--- src/rtl/alu_seq.sv ---
// Registered ALU with start/done handshake. Logic and add/sub ops complete one cycle after
// capture; shifts iterate one bit per cycle with busy held high until the final step.
module alu_seq #(
    parameter int unsigned WIDTH = 32,
    parameter int unsigned SHW   = 5
) (
    input  logic             clk,
    input  logic             reset,
    input  logic             start,
    input  logic [WIDTH-1:0] A,
    input  logic [WIDTH-1:0] B,
    input  logic             cin,
    input  logic [3:0]       ctrl,
    output logic [WIDTH-1:0] res,
    output logic             cout,
    output logic             ovf,
    output logic             zero,
    output logic             neg,
    output logic             err,
    output logic             busy,
    output logic             done
);

    localparam logic [3:0] OpAdd = 4'd0;
    localparam logic [3:0] OpSub = 4'd1;
    localparam logic [3:0] OpAnd = 4'd2;
    localparam logic [3:0] OpOr  = 4'd3;
    localparam logic [3:0] OpXor = 4'd4;
    localparam logic [3:0] OpNot = 4'd5;
    localparam logic [3:0] OpSla = 4'd6;
    localparam logic [3:0] OpSra = 4'd7;
    localparam logic [3:0] OpSrl = 4'd8;

    typedef enum logic {StIdle, StShift} state_e;

    state_e           state_q, state_d;
    logic [WIDTH-1:0] a_q, a_d, b_q, b_d;
    logic [3:0]       ctrl_q, ctrl_d;
    logic             cin_q, cin_d;
    logic             pend_q, pend_d;
    logic [WIDTH-1:0] acc_q, acc_d;
    logic [SHW-1:0]   cnt_q, cnt_d;
    logic             sla_ovf_q, sla_ovf_d;
    logic [WIDTH-1:0] res_q, res_d;
    logic             cout_q, cout_d;
    logic             ovf_q, ovf_d;
    logic             zero_q, zero_d;
    logic             neg_q, neg_d;
    logic             err_q, err_d;
    logic             busy_q, busy_d;
    logic             done_q, done_d;

    logic [WIDTH:0]   add_sum, sub_sum;
    logic [WIDTH-1:0] op_res;
    logic             op_cout, op_ovf, op_err;
    logic [WIDTH-1:0] step_acc;
    logic             step_out, step_chg;
    logic [SHW-1:0]   shamt_in;
    logic             is_shift_in;

    assign shamt_in    = B[SHW-1:0];
    assign is_shift_in = (ctrl == OpSla) || (ctrl == OpSra) || (ctrl == OpSrl);

    assign add_sum = {1'b0, a_q} + {1'b0, b_q} + {{WIDTH{1'b0}}, cin_q};
    assign sub_sum = {1'b0, a_q} + {1'b0, ~b_q} + {{WIDTH{1'b0}}, 1'b1};

    // Single-cycle result for the operation captured on the previous edge.
    always_comb begin
        op_res  = '0;
        op_cout = 1'b0;
        op_ovf  = 1'b0;
        op_err  = 1'b0;
        case (ctrl_q)
            OpAdd: begin
                op_res  = add_sum[WIDTH-1:0];
                op_cout = add_sum[WIDTH];
                op_ovf  = (a_q[WIDTH-1] == b_q[WIDTH-1]) && (add_sum[WIDTH-1] != a_q[WIDTH-1]);
            end
            OpSub: begin
                op_res  = sub_sum[WIDTH-1:0];
                op_cout = sub_sum[WIDTH];
                op_ovf  = (a_q[WIDTH-1] != b_q[WIDTH-1]) && (sub_sum[WIDTH-1] != a_q[WIDTH-1]);
            end
            OpAnd: op_res = a_q & b_q;
            OpOr:  op_res = a_q | b_q;
            OpXor: op_res = a_q ^ b_q;
            OpNot: op_res = ~a_q;
            OpSla, OpSra, OpSrl: op_res = a_q;  // only reached with shamt = 0
            default: op_err = 1'b1;
        endcase
    end

    // One-bit shift step on the accumulator.
    always_comb begin
        step_acc = acc_q;
        step_out = 1'b0;
        step_chg = 1'b0;
        case (ctrl_q)
            OpSla: begin
                step_acc = {acc_q[WIDTH-2:0], 1'b0};
                step_out = acc_q[WIDTH-1];
                step_chg = acc_q[WIDTH-1] ^ acc_q[WIDTH-2];
            end
            OpSra: begin
                step_acc = {acc_q[WIDTH-1], acc_q[WIDTH-1:1]};
                step_out = acc_q[0];
            end
            OpSrl: begin
                step_acc = {1'b0, acc_q[WIDTH-1:1]};
                step_out = acc_q[0];
            end
            default: ;
        endcase
    end

    always_comb begin
        state_d   = state_q;
        a_d       = a_q;
        b_d       = b_q;
        ctrl_d    = ctrl_q;
        cin_d     = cin_q;
        pend_d    = 1'b0;
        acc_d     = acc_q;
        cnt_d     = cnt_q;
        sla_ovf_d = sla_ovf_q;
        res_d     = res_q;
        cout_d    = cout_q;
        ovf_d     = ovf_q;
        zero_d    = zero_q;
        neg_d     = neg_q;
        err_d     = err_q;
        busy_d    = busy_q;
        done_d    = 1'b0;

        // A pending single-cycle op retires while a new start may be captured on the same edge.
        if (pend_q) begin
            res_d  = op_res;
            cout_d = op_cout;
            ovf_d  = op_ovf;
            err_d  = op_err;
            done_d = 1'b1;
        end

        case (state_q)
            StIdle: begin
                if (start) begin
                    a_d    = A;
                    b_d    = B;
                    ctrl_d = ctrl;
                    cin_d  = cin;
                    if (is_shift_in && (shamt_in != '0)) begin
                        state_d   = StShift;
                        acc_d     = A;
                        cnt_d     = shamt_in;
                        sla_ovf_d = 1'b0;
                        busy_d    = 1'b1;
                    end else begin
                        pend_d = 1'b1;
                    end
                end
            end
            StShift: begin
                acc_d     = step_acc;
                cnt_d     = cnt_q - SHW'(1);
                sla_ovf_d = sla_ovf_q | step_chg;
                if (cnt_q == SHW'(1)) begin
                    res_d   = step_acc;
                    cout_d  = step_out;
                    ovf_d   = (ctrl_q == OpSla) && (sla_ovf_q || step_chg);
                    err_d   = 1'b0;
                    done_d  = 1'b1;
                    busy_d  = 1'b0;
                    state_d = StIdle;
                end
            end
            default: state_d = StIdle;
        endcase

        if (done_d) begin
            zero_d = (res_d == '0);
            neg_d  = res_d[WIDTH-1];
        end
    end

    always_ff @(posedge clk or posedge reset) begin
        if (reset) begin
            state_q   <= StIdle;
            a_q       <= '0;
            b_q       <= '0;
            ctrl_q    <= '0;
            cin_q     <= 1'b0;
            pend_q    <= 1'b0;
            acc_q     <= '0;
            cnt_q     <= '0;
            sla_ovf_q <= 1'b0;
            res_q     <= '0;
            cout_q    <= 1'b0;
            ovf_q     <= 1'b0;
            zero_q    <= 1'b0;
            neg_q     <= 1'b0;
            err_q     <= 1'b0;
            busy_q    <= 1'b0;
            done_q    <= 1'b0;
        end else begin
            state_q   <= state_d;
            a_q       <= a_d;
            b_q       <= b_d;
            ctrl_q    <= ctrl_d;
            cin_q     <= cin_d;
            pend_q    <= pend_d;
            acc_q     <= acc_d;
            cnt_q     <= cnt_d;
            sla_ovf_q <= sla_ovf_d;
            res_q     <= res_d;
            cout_q    <= cout_d;
            ovf_q     <= ovf_d;
            zero_q    <= zero_d;
            neg_q     <= neg_d;
            err_q     <= err_d;
            busy_q    <= busy_d;
            done_q    <= done_d;
        end
    end

    assign res  = res_q;
    assign cout = cout_q;
    assign ovf  = ovf_q;
    assign zero = zero_q;
    assign neg  = neg_q;
    assign err  = err_q;
    assign busy = busy_q;
    assign done = done_q;

endmodule

--- config.mk ---
export PLATFORM = sky130hd
export DESIGN_NAME = alu_seq
export DESIGN_NICKNAME = d
export VERILOG_FILES = /design/src/rtl/alu_seq.sv
export SDC_FILE = /design/constraint.sdc
export NUM_CORES = 1
export LEC_CHECK = 0
export ABC_CLOCK_PERIOD_IN_PS = 5900
export CORE_AREA = 2 2 142 178
export CTS_CLUSTER_SIZE = 24
export DETAILED_ROUTE_END_ITERATION = 7
export DIE_AREA = 0 0 144 180
export PLACE_DENSITY = 0.77
export SLEW_MARGIN = 25
export SYNTH_ARGS = -nofsm -noshare
export SYNTH_HDL_FRONTEND = slang
export SYNTH_SLANG_ARGS = --single-unit
--- constraint.sdc ---
create_clock -name clk -period 5.9 [get_ports clk]
set_input_delay 1.77 -clock clk [delete_from_list [all_inputs] [get_ports clk]]
set_output_delay 1.77 -clock clk [all_outputs]
set_load 0.02 [all_outputs]
* After elaboration in Yosys (flattened, before gate mapping) *
Cells that the tools add are included.

operators by class
  add/sub/neg operators = 5
  eq/ne operators = 19
  muxes and demuxes = 42
  bitwise gates (word level) = 8
  reductions and logical operators = 16

operators with widths
  operator                 count
  $pmux W32 S7             1
  $mux W32                 5
  $pmux W32 S3             1
  $add A32 B32 Y33         2
  $not A32 Y32             2
  $pmux W32 S2             1
  $add A33 B1 Y33          1
  $add A33 B1 Y33 const B  1
  $and A32 B32 Y32         1
  $logic_not A32 Y1        1
  $or A32 B32 Y32          1
  $xor A32 B32 Y32         1
  $mux W1                  25
  $eq A4 B3 Y1 const B     6
  $pmux W1 S2              6
  $mux W5                  2
  $pmux W5 S2              1
  $reduce_or A9 Y1         1
  $eq A4 B2 Y1 const B     2
  $eq A4 B4 Y1 const B     2
  $eq A5 B1 Y1 const B     1
  $reduce_bool A5 Y1       1
  $sub A5 B1 Y5 const B    1
  $eq A4 B1 Y1 const B     1
  other kinds (14)         23

storage, ports and cells
  flip-flop bits (word level) = 148
  word-level logic and storage cells = 107

* Depth between registers and ports, before layout *
Gate-level depths: netlist (run 1).

  depth after elaboration = 9
  mapped depth = 17

* Worst setup path after synthesis (run 1) *
OpenSTA, ideal clock, no wires.

  kind = reg2reg
  from = register a_q[0]
  to = register zero_q (netlist: zero)
  arrival time = 3.810 ns
  data required time = 5.832 ns
  path slack = 2.022 ns
  stages on the path, launching flop included = 15
  buffers on the path = 0
  period minus slack after synthesis = 3.878 ns
  cell sequence = dfrtp_1 -> fa_1 -> fa_1 -> a211oi_1 -> o211ai_1 -> a2111oi_1 -> or2_2 -> o21ai_0 -> a221o_1 -> o21a_1 -> nand4bb_1 -> nor4_1 -> nand4b_1 -> nor4_1 -> a32o_1

between the ends
  word-level cells in the longest chain between the ends = 7
  elaborated cells on any way between the ends = 13
  those cells by class = 4 x add/sub; 4 x mux; 4 x bitwise; 1 x reduce/logical

RTL lines
  element                              RTL line  RTL
  start: declaration                   37        logic [WIDTH-1:0] a_q, a_d, b_q, b_d;
  start signal: assignment             188       a_q <= '0;
  start signal: assignment             206       a_q <= a_d;
  $add A32 B32 Y33 (on tied branches)  65, 64
  $add A33 B1 Y33 (on tied branches)   65, 64
  $pmux W32 S7 (*)                     73        case (ctrl_q)
  $mux W32 (*)                         136       if (pend_q) begin
  $mux W32                             166       if (cnt_q == SHW'(1)) begin
  $mux W32 (*)                         144       case (state_q)
  named net res_d[16]                  44        logic [WIDTH-1:0] res_q, res_d;
  $logic_not A32 Y1 (*)                180       zero_d = (res_d == '0);
  end signal: assignment               217       zero_q <= zero_d;
  end: declaration                     47        logic zero_q, zero_d;

The timed path passes the listed nets; every way through them passes the cells marked *.
A chain may end at the register's enable or synchronous reset.

* Final worst setup path (run 1) *
  from = register ctrl_q[2]
  to = register zero_q (netlist: zero)

between the ends
  word-level cells in the longest chain between the ends = 7
  elaborated cells on any way between the ends = 16
  those cells by class = 8 x eq/ne; 5 x mux; 3 x reduce/logical

RTL lines
  element                                              RTL line  RTL
  start: declaration                                   38        logic [3:0] ctrl_q, ctrl_d;
  start signal: assignment                             208       ctrl_q <= ctrl_d;
  $eq A4 B3 Y1 / $eq A4 B4 Y1 (equally long branches)  73, 98
  $reduce_or A3 Y1                                     73
  $pmux W32 S7                                         73
  $mux W32                                             136
  $mux W32                                             166
  $mux W32 (*)                                         144
  $logic_not A32 Y1 (*)                                180

Every way passes the cells marked *; elsewhere a longest branch is shown, timed or not.

==> results.cfg, run 1 <==
[worst_setup_path]
start_kind = register
crit_top_cell = nor4_1
reg2reg_depth = 13
crit_end = zero
crit_arrival_ns = 5.60
crit_type = reg2reg
path_cells = o31ai_1 -> and2_1 -> nand2_1 -> nor2_1 -> buf_4 -> a221oi_1 -> o211ai_1 -> nor4_1 -> nand4bb_1 -> nor4_1 -> nand4b_1 -> nor4_1 -> a32o_1
slowest_stage = dfrtp_1
path_max_fanout = 25
critPathMaxStageDelay_ns = 1.07
crit_start = ctrl_q[2]
reg2reg_to = zero
crit_required_ns = 6.28
reg2reg_from = ctrl_q[2]
cp-end-kind = register
rrSetupSlack_ns = 0.68

[floorplan]
io-pin-count = 111
die_y_um = 180
fp.dieW_um = 144
num_rows = 64
coreArea_um2 = 24300
dieArea_um2 = 25900
start_util = 0.530

[layout]
fin_util = 0.609
fillCellCount = 2233
drive_gt1_frac = 0.0524
layout_commonest_cell = a21oi_1
n_antenna_cell = 0
num-nets-final = 1869
fin_cells = 2030
layout_common_cells = 190 x a21oi_1, 156 x nand2_1, 146 x dfrtp_1, 142 x o21ai_0, 135 x nor2_1
areaGrowthSynthToFinish_pct = 14.8

[run_status]
violations = DRC
status = finished, violations left

[cts]
cts_root_buf = clkbuf_16
cts_setup_buffers = 0
ctsResizeCount = 0
clock_latency_ns = 0.45
cts_tree = built
path_clk_slew_ns = 0.07
postCtsHoldBufs = 0
cts_buffers = 17
cts_sinks = 148
ctsLongestPathBuffers = 2
htreeDepth = 4

[synthesis]
synth_top_area_frac = 0.288
ys.flop_type = dfrtp_1
post_synth_fa_ha_maj_area_fraction = 0.109
synth-compound-area-share = 0.318
synthSimpleGateAreaFrac = 0.178
synth.area.top_cells = dfrtp_1 29%, ha_1 10%, a21oi_1 7.4%
async_flop_share = 1.00
syn_inst = 1647
syn_area_um2 = 12900
yosysSeqAreaShare = 0.288
synth_edf_count = 0
synth_cell_types = 84
avgSynthCellArea_um2 = 7.81
muxShareOfSynthArea = 0.0207
synth_xor_area_frac = 0.0136
synth_top_family_by_area = compound AO/OA/AOI/OAI gates
yosysWarnings = 0
syn_nets = 1829
synth-seq-cells = 148
yosysTopAreaCell = dfrtp_1

[global_route]
antenna_found_initial = 0
grt_usage = 0.389
grt_pass1_vias = 13153
grt_start_max_net_pins = 95
overflow = 0
grt_pass1_wl_um = 76900

[detailed_routing]
drc = 2
routed_wirelength_um = 50700
detail-route-antenna-nets = 0
wl_per_cell_um = 25.0
num_vias = 13678
drtPass1Iterations = 8
drt_iter0_drc = 1767
vias_per_cell = 6.74

[placed_design]
io_buffers = 110
dp_cells = 1998
dp_slack_ns = 0.988
hpwl_um = 36700
gp_congestion = 1.01

[pwr]
vdd_drop_max_uv = 351
p_per_area_nw_per_um2 = 701
power_w = 0.0104
leakage_nw = 6.17

[sta]
hold_violations = 0
maxSlewViolCount = 0
fmax_mhz = 192
rsz0062_at_grt = no
min_period_ns = 5.22
setup_viol = 0
setup_ws_ns = 0.678
fin_crit_sh = 0.885
worst_slew_pin_slew_ns = 1.09
clock_skew_ns = 0.00873
slew_headroom = 0.273
tns_ns = 0

[hold_path]
hold_path_depth = 1
hold_class = reg2reg

[job]
drv_cap = 0
[sequential cells by signal, summed over array words and instances (netlist names), 4 cells and up]
signal,cells
acc_q,32
ctrl_q,4
a_q,32
res,32
b_q,32
cnt_q,5
[worst max-delay path, delay by kind of cell, from the launching register on]
family | cells | cell delay (ns)
AOI/OAI and AO/OA | 4 | 0.90
and+or+nand+nor | 8 | 2.90
buffers and inverters | 1 | 0.28
DFF | 1 | 1.07
[routing by layer]
layer  track usage  wire [um]  vias up
li1              -          -     6092
met1         0.493      19200     6519
met2         0.608      23200      829
met3        0.0687       4490      238
met4         0.248       3820        0
met5             0          0        -
[kinds of logic (layout without fill, tap and decap cells)]
family | Yosys count | after routing
DFF | 148 | 148
and+or+nand+nor | 478 | 478
buffers and inverters | 235 | 288
adders and majority gates | 110 | 110
xor gates and xnor gates | 20 | 20
muxes | 25 | 25
AOI/OAI and AO/OA | 631 | 631
[power breakdown]
group	leakage (nW)	switching (W)	total [W]	internal (W)
logic	4.05	0.00454	0.00710	0.00256
clock network	0.292	0.000487	0.00120	0.000712
registers	1.82	0.000580	0.00206	0.00148
total	6.17	0.00560	0.0104	0.00475
[cell type report]
| type | count | area, um^2 | area share |
|---|---|---|---|
| multi-input cells | 1264 | 8250 | 0.559 |
| flip-flops and latches | 148 | 3710 | 0.251 |
| repair buffers | 138 | 1340 | 0.0905 |
| inverters | 118 | 448 | 0.0303 |
| clock buffers | 21 | 440 | 0.0298 |
| well taps | 330 | 413 | 0.0280 |
| clock inverters | 11 | 175 | 0.0119 |
[Yosys cell counts (12+ instances only)]
master and n:
a211oi_1 40, a21o_1 19, a21oi_1 190, a221oi_1 18, a222oi_1 24, a22oi_1 14
a31oi_1 12, and2_1 26, buf_1 12, buf_2 23, clkbuf_1 76, dfrtp_1 148
ha_1 107, inv_1 117, mux2i_1 21, nand2_1 156, nand2b_1 13, nand3_1 23
nor2_1 139, nor2b_1 23, nor3_1 26, nor4_1 12, o211ai_1 22, o21ai_0 142
o22ai_1 22, xnor2_1 18
[worst min path at each step]
stage | start | to | slack, ns
after global routing | busy | busy | 0.52
after floorplan | cnt_q[0] | cnt_q[0] | 0.48
after detailed placement | busy | busy | 0.47
after CTS | busy | busy | 0.48
final | busy | busy | 0.48
after global placement | busy | busy | 0.47
[stage by stage]
step / instance area [um^2] / hold WS [ns]
floorplan: 12900 / 0.484
global placement: 14100 / 0.466
detailed placement: 14200 / 0.470
CTS: 14800 / 0.484
global route: 14800 / 0.517
finish: 14800 / 0.483
Power figures use the tool's default switching activity.
==> run 2, diff against run 1 <==
CORE_AREA = 2 2 175 220   (was 2 2 142 178)
DIE_AREA = 0 0 177 222   (was 0 0 144 180)
PLACE_DENSITY = not set   (was 0.77)
==> run 2 against run 1 <==
  * The flow now finishes without violations
  * Sequential power rose by 2%
  * Clock-buffer cell count did not move
  * Sequential share of layout area fell by 0.51 points
  * Clock skew rose by 0.0050 ns
  * First-iteration DRC count fell by 14%
  * Sequential cell count did not move
  * Utilization fell by 20 points
  * Final area rose by 2.1%
  * Critical path type unchanged
  * Largest cell class unchanged
==> results.cfg, run 2 (synthesis gave the netlist of run 1 again) <==
[floorplan]
coreArea_um2 = 37100
start_util = 0.347
fp.dieW_um = 177
num_rows = 79
io-pin-count = 111
dieArea_um2 = 39300
die_y_um = 222

[sta]
setup_viol = 0
hold_violations = 0
slew_headroom = 0.304
clock_skew_ns = 0.0137
fmax_mhz = 186
rsz0062_at_grt = no
fin_crit_sh = 0.912
maxSlewViolCount = 0
worst_slew_pin_slew_ns = 1.04
tns_ns = 0
min_period_ns = 5.38

[pwr]
power_w = 0.0105
leakage_nw = 6.23
switching_share = 0.540
clkPwrFrac = 0.119
power.switching_w = 0.00567
combPwrFrac = 0.681
p_seq_frac = 0.200
p_int_w = 0.00483
p_per_area_nw_per_um2 = 696
vdd_drop_max_uv = 244

[job]
drv_cap = 0

[layout]
n_antenna_cell = 0
final_cell_area_um2 = 15100
layout_commonest_cell = a21oi_1
num-nets-final = 1881
fin_util = 0.407
drive_gt1_frac = 0.0578
layout_common_cells = 190 x a21oi_1, 156 x nand2_1, 146 x dfrtp_1, 142 x o21ai_0, 136 x nor2_1
areaGrowthSynthToFinish_pct = 17.1

[placed_design]
hpwl_um = 40700
io_buffers = 110
placed_area_um2 = 14400
gp_congestion = 0.981

[detailed_routing]
num_vias = 13513
drtPass1Iterations = 8
wl_per_cell_um = 24.8
drc = 0
detail-route-antenna-nets = 0
routed_wirelength_um = 54400
vias_per_cell = 6.15
drt_iter0_drc = 1528

[global_route]
overflow = 0
grt_usage = 0.277
grt.busiest_layer = met2
grt.met1_usage = 0.349
grt_util_met2 = 0.456
grt.met3_usage = 0.0401
antenna_found_initial = 0
grt_pass1_wl_um = 82500
grt_pass1_vias = 13364
grt_start_max_net_pins = 96

[cts]
ctsLongestPathBuffers = 2
ctsResizeCount = 0
path_clk_slew_ns = 0.07
cts_sinks = 148
clock_latency_ns = 0.46
cts_root_buf = clkbuf_16
cts_buffers = 17
postCtsHoldBufs = 0
cts_setup_buffers = 0
cts_tree = built
htreeDepth = 4

[worst_setup_path]
reg2reg_depth = 14
cp-end-kind = register
reg2reg_from = a_q[0]
rrSetupSlack_ns = 0.52
start_kind = register
crit_arrival_ns = 5.77
crit_type = reg2reg
reg2reg_to = zero
path_max_fanout = 5
crit_required_ns = 6.29

[hold_path]
hold_path_depth = 1
hold_end = busy
hold_class = reg2reg
hold_path_startpoint = busy

[run_status]
status = completed
## run 2: metal layers
metal | share of wire | up-vias
li1 | - | 6118
met1 | 0.40 | 6621
met2 | 0.47 | 637
met3 | 0.068 | 137
met4 | 0.054 | 0
met5 | 0 | -
## run 2: final cells by class
| cell class | instances | area [um^2] |
|---|---|---|
| multi-input combinational | 1264 | 8240 |
| sequential | 148 | 3710 |
| tap | 486 | 608 |
| clock buffer | 21 | 440 |
| inverter | 118 | 448 |
| clock inverter | 11 | 201 |
| timing repair buffer | 150 | 1430 |
| fill | 3830 | 22000 |
## run 2: worst max path at each step
stage	start	end	slack, ns
floorplan	reset	a_q[0]	0.15
global placement	a_q[0]	zero	0.81
detailed placement	a_q[0]	zero	0.65
CTS	a_q[0]	zero	0.61
global route	a_q[0]	zero	0.33
finish	a_q[0]	zero	0.52
## run 2: metrics by stage
stage	hold slack [ns]	worst slack, ns	instances
finish	0.481	0.519	2198
floorplan	0.484	0.150	1647
global route	0.503	0.331	2198
global placement	0.473	0.812	2166
detailed placement	0.470	0.655	2166
CTS	0.485	0.610	2198
## run 2: power by group through the flow
stage / clock network (W) / logic [W] / registers [W]
floorplan: 0 / 0.00485 / 0.00194
global placement: 0 / 0.00695 / 0.00208
detailed placement: 0 / 0.00697 / 0.00209
CTS: 0.00126 / 0.00701 / 0.00208
global route: 0.00130 / 0.00777 / 0.00217
finish: 0.00125 / 0.00714 / 0.00210
## run 2: critical path, cell delays in order (launching register included)
cell and delay [ns]:
dfrtp_1 0.45, fa_1 0.52, fa_1 0.45, a211oi_1 0.48, o211ai_1 0.23, a2111oi_1 0.81, or2_2 0.25, o21ai_0 0.08
a221o_1 0.36, o21a_1 0.20, nand4bb_1 0.18, nor4_1 0.44, nand4b_1 0.21, nor4_1 0.40, a32o_1 0.24
==> run 3, diff against run 2 <==
CORE_AREA = 2 2 189 237   (was 2 2 175 220)
DIE_AREA = 0 0 191 239   (was 0 0 177 222)
SKIP_LAST_GASP = 1   (was not set)
==> run 3 against run 2 <==
  * Setup slack improved by 0.10 ns
  * Sequential cell count did not move
  * Critical path depth down 2
  * Clock power down 9%
  * Via count down 0.21%
  * Final area rose by 0.27%
  * Sequential share of layout area decreased by 0.067 points
  * Combinational power barely moved
  * Highest routed layer is now met5
==> results.cfg, run 3 (synthesis gave the netlist of run 1 again) <==
[layout]
drive_gt1_frac = 0.0585
layout_commonest_cell = a21oi_1
fin_cells = 2282
fin_util = 0.347
areaGrowthSynthToFinish_pct = 17.4
num-nets-final = 1878
layout_common_cells = 190 x a21oi_1, 156 x nand2_1, 146 x dfrtp_1, 142 x o21ai_0, 135 x nor2_1

[detailed_routing]
vias_per_cell = 5.91
detail-route-antenna-nets = 0
wl_per_cell_um = 24.1
drt_iter0_drc = 1558
num_vias = 13485
drtPass1Iterations = 8
routed_wirelength_um = 55100
drc = 0

[sta]
rsz0062_at_grt = no
worst_slew_pin_slew_ns = 1.04
min_period_ns = 5.28
maxSlewViolCount = 0
fin_crit_sh = 0.895
slew_headroom = 0.304
clock_skew_ns = 0.0159
hold_violations = 0
setup_viol = 0
tns_ns = 0
fmax_mhz = 189

[global_route]
grt.busiest_layer = met2
grt.met1_usage = 0.287
overflow = 0
antenna_found_initial = 1
grt_usage = 0.240
grt_start_max_net_pins = 105
grt_pass1_vias = 13410
grt_util_met2 = 0.394
grt_pass1_wl_um = 82200
grt.met3_usage = 0.0454

[pwr]
vdd_drop_max_uv = 260
power_w = 0.0104
switching_share = 0.546
p_int_w = 0.00471
p_seq_frac = 0.200
leakage_nw = 6.20
clkPwrFrac = 0.110
combPwrFrac = 0.690
power.switching_w = 0.00565
p_per_area_nw_per_um2 = 685

[cts]
clock_latency_ns = 0.46
cts_root_buf = clkbuf_16
path_clk_slew_ns = 0.08
ctsResizeCount = 0
ctsLongestPathBuffers = 2
cts_buffers = 17
cts_sinks = 148
htreeDepth = 4
postCtsHoldBufs = 0
cts_setup_buffers = 0
cts_tree = built

[floorplan]
die_y_um = 239
num_rows = 86
dieArea_um2 = 45600
start_util = 0.295
fp.dieW_um = 191
io-pin-count = 111
coreArea_um2 = 43600

[placed_design]
dp_cells = 2249
io_buffers = 110
gp_congestion = 0.985
hpwl_um = 40800

[worst_setup_path]
path_delay_family = simple AND/OR/NAND/NOR gates
start_kind = register
slowest_stage = dfrtp_1
critPathBufInv = 0
path_cells = nor2_1 -> and3_1 -> a221oi_1 -> o221ai_1 -> o21ai_0 -> or4b_1 -> nor4_1 -> nand4bb_1 -> nor4_1 -> nand4b_1 -> nor4_1 -> a32o_1
cp-end-kind = register
path_max_fanout = 19
critPathMaxStageDelay_ns = 1.02
crit_required_ns = 6.30
crit_type = reg2reg
crit_arrival_ns = 5.68
crit_top_cell = nor4_1

[run_status]
status = completed

[hold_path]
hold_class = reg2reg

[job]
drv_cap = 0
run 3: cell types whose count changed in the layout (fill, tap and decap cells not counted), sizes merged:
cell,change
clkinvlp,+1
buf,-3
inv,+1
clkinv,+1
bufinv,-3
diode,+1
run 3: worst reg2reg max path: cells and delay by family (launching register included):
kind | cells | cell delay [ns]
simple gates | 8 | 3.08
compound gates | 4 | 1.11
flops | 1 | 1.02
run 3: per-stage QoR:
stage	area, um^2	hold slack, ns	worst slack (ns)
floorplan	12900	0.484	0.150
global placement	14500	0.470	0.838
detailed placement	14500	0.469	0.866
CTS	15100	0.489	0.813
global route	15100	0.529	0.465
finish	15100	0.486	0.621
run 3: worst paths after layout:
check | cells after the start | to | startpoint | slack [ns]
setup / recovery | 12 | zero | ctrl_q[3] | 0.62
hold / removal | 1 | busy | busy | 0.49
setup reg to reg | 12 | zero | ctrl_q[3] | 0.62
hold reg to reg | 1 | busy | busy | 0.49
max in group asynchronous | 3 | b_q[18] | reset | 3.21
min in group asynchronous | 2 | cnt_q[0] | reset | 1.87
run 3: layer usage:
| layer | up-vias | share of wire | wire [um] |
|---|---|---|---|
| met4 | 2 | 0.064 | 3550 |
| met5 | - | 0.00024 | 13 |
| li1 | 6107 | - | - |
| met1 | 6533 | 0.39 | 21500 |
| met2 | 664 | 0.47 | 25900 |
| met3 | 179 | 0.075 | 4120 |
run 3: area by class of cell:
type                       count  area (um^2)
antenna                        1         2.50
clock buffer                  21          460
clock inverter                11          125
fill                        4614        28500
inverter                     118          450
multi-input combinational   1264         8250
sequential                   148         3710
tap                          572          716
timing repair buffer         147         1400
run 3: power by group through the flow:
stage | logic [W] | registers (W) | clock network (W)
5_1_grt | 0.00773 | 0.00214 | 0.00119
3_3_place_gp | 0.00693 | 0.00206 | 0
4_1_cts | 0.00700 | 0.00206 | 0.00116
3_5_place_dp | 0.00696 | 0.00207 | 0
2_1_floorplan | 0.00485 | 0.00194 | 0
6_report | 0.00715 | 0.00207 | 0.00114
==> patch, RTL diff (flow settings as in run 1) <==
Add an input register stage for `start`, `A`, `B`, `cin` and `ctrl`, with the module's reset; this delays them by one clock. Comments in the files are not updated.
--- a/src/rtl/alu_seq.sv
+++ b/src/rtl/alu_seq.sv
@@ -34,4 +34,26 @@
     typedef enum logic {StIdle, StShift} state_e;
 
+    logic start_q;
+    logic [WIDTH-1:0] A_q;
+    logic [WIDTH-1:0] B_q;
+    logic cin_r;
+    logic [3:0] ctrl_r;
+
+    always_ff @(posedge clk or posedge reset) begin
+        if (reset) begin
+            start_q <= '0;
+            A_q     <= '0;
+            B_q     <= '0;
+            cin_r   <= '0;
+            ctrl_r  <= '0;
+        end else begin
+            start_q <= start;
+            A_q     <= A;
+            B_q     <= B;
+            cin_r   <= cin;
+            ctrl_r  <= ctrl;
+        end
+    end
+
     state_e           state_q, state_d;
     logic [WIDTH-1:0] a_q, a_d, b_q, b_d;
@@ -59,6 +81,6 @@
     logic             is_shift_in;
 
-    assign shamt_in    = B[SHW-1:0];
-    assign is_shift_in = (ctrl == OpSla) || (ctrl == OpSra) || (ctrl == OpSrl);
+    assign shamt_in    = B_q[SHW-1:0];
+    assign is_shift_in = (ctrl_r == OpSla) || (ctrl_r == OpSra) || (ctrl_r == OpSrl);
 
     assign add_sum = {1'b0, a_q} + {1'b0, b_q} + {{WIDTH{1'b0}}, cin_q};
@@ -144,12 +166,12 @@
         case (state_q)
             StIdle: begin
-                if (start) begin
-                    a_d    = A;
-                    b_d    = B;
-                    ctrl_d = ctrl;
-                    cin_d  = cin;
+                if (start_q) begin
+                    a_d    = A_q;
+                    b_d    = B_q;
+                    ctrl_d = ctrl_r;
+                    cin_d  = cin_r;
                     if (is_shift_in && (shamt_in != '0)) begin
                         state_d   = StShift;
-                        acc_d     = A;
+                        acc_d     = A_q;
                         cnt_d     = shamt_in;
                         sla_ovf_d = 1'b0;
Formal check against the unedited RTL: not equivalent (a bounded check fails within 4 cycles, from zero or initial values and one cycle with reset high).
==> patch against run 1 <==
Synthesized cell count is 6.7% higher. Sequential power is 26% higher. Total power is 12% higher. Setup slack better by 0.15 ns. Non-clock buffer count is 13 higher. Sequential share of layout area is 6.6 points higher. Routed wire length is 10% higher. Sequential cell count is 70 higher. Design area is 16% higher. Core utilization is 10 points higher. Clock skew is 0.015 ns higher. Die area stayed put. Combinational power is 7.6% higher. Synthesized area is 18% higher. Largest cell class unchanged.
==> patch: results (changes against run 1) <==
stage;metric;value;unit;change
sta;Worst Setup Slack, final;0.826;ns;+0.147 ns
synthesis;post-synthesis mux area share;3.52;%;+1.5 points
outcome;outcome;completed;;
worst_setup_path;maximum fanout along the worst path;15;;-40%
drt;first-pass detailed-route iteration total;5;;-3
power;Seq. pwr;2.59;mW;+26%
worst_setup_path;Critical path origin;ctrl_q[1]$_DFFE_PP0P_;;
synthesis;post-synthesis sequential area ratio;36.1;%;+7.3 points
global_route;total track usage;42.8;%;+3.9 points
global_route;first-pass GRT wire length;85200;um;+11%
synthesis;Area contributors post-synth;dfrtp_1 36%, ha_1 8.9%, nand2_1 5.5%, o21ai_0 5.1%, a21oi_1 4.9%;;
global_route;GR Util met1;53.8;%;+4.5 points
synthesis;Post-Synth XOR/XNOR Area;1.10;%;-0.26 points
finish;ratio of cells with drive above 1 in the final layout;7.36;%;+2.1 points
synthesis;post-synthesis adder-cell area fraction;9.25;%;-1.6 points
placed_design;gpl congestion;1.07;;+6.0%
synthesis;Syn Nets;1940;;+6.1%
global_route;pin count of the biggest net entering global routing;137;;+44%
power;combinational power share;65.6;%;-2.9 points
clock_network;worst-skew pair later-pin latency;0.54;ns;+0.09 ns
synthesis;Compound-Gate Fraction of Synth Area;26.7;%;-5.1 points
hold_path;WHS Path Cells;2;;+1
power;VDD IR-drop max;365;uV;+3.9%
worst_setup_path;CP peak stage delay;0.72;ns;-0.35 ns
placed_design;dpl ws;0.993;ns;+0.00504 ns
drt;Wirelength per Cell;25.8;um;+3.1%
sta;Worst-Margin Slew;0.910;ns;-0.181 ns
sta;Clock Skews;0.0233;ns;+0.0146 ns
worst_setup_path;CP arrival;5.50;ns;-0.10 ns
placed_design;Detail Placement HPWL;39700;um;+8.0%
clock_network;worst-case clock buffer depth;3;;+1
hold_path;Worst Hold Launch;B_q[26]$_DFF_PP0_;;
clock_network;Worst-path clk slew;0.06;ns;
drt;initial DRC count;1753;;-0.79%
clock_network;H-tree depth;1;;-3
synthesis;Synth top cells by count;220 x nand2_1, 218 x dfrtp_1, 153 x o21ai_0;;
power;P_comb;7.64;mW;+7.6%
patch: kinds of logic after synthesis:
kind of cell / Yosys count
AOI/OAI and AO/OA: 603
and+or+nand+nor: 535
buffers and inverters: 222
DFF: 218
adders and majority gates: 110
muxes: 51
xor gates and xnor gates: 19
patch: layout make-up:
cell class	count	area, sq um
Multi-Input combinational cell	1318	8770
Clock inverter	7	76.3
Sequential cell	218	5460
Inverter	108	409
Timing Repair Buffer	151	1420
Fill cell	1896	7070
Antenna cell	1	2.50
Tap cell	330	413
Clock buffer	33	643
patch: through the flow:
step	utilization (%)	instance area, sq um	instances	hold WS [ns]
6_report	70.9	17200	2166	0.446
5_1_grt	70.9	17200	2165	0.470
4_1_cts	70.9	17200	2165	0.455
3_5_place_dp	67.9	16500	2125	0.444
3_3_place_gp	67.9	16500	2125	0.432
2_1_floorplan	-	15100	1758	0.414
patch: routing by layer:
metal,share of wire [%],wire length (um)
met1,37,20700
met4,7.6,4230
met5,0,0
met2,45,25400
met3,9.9,5530
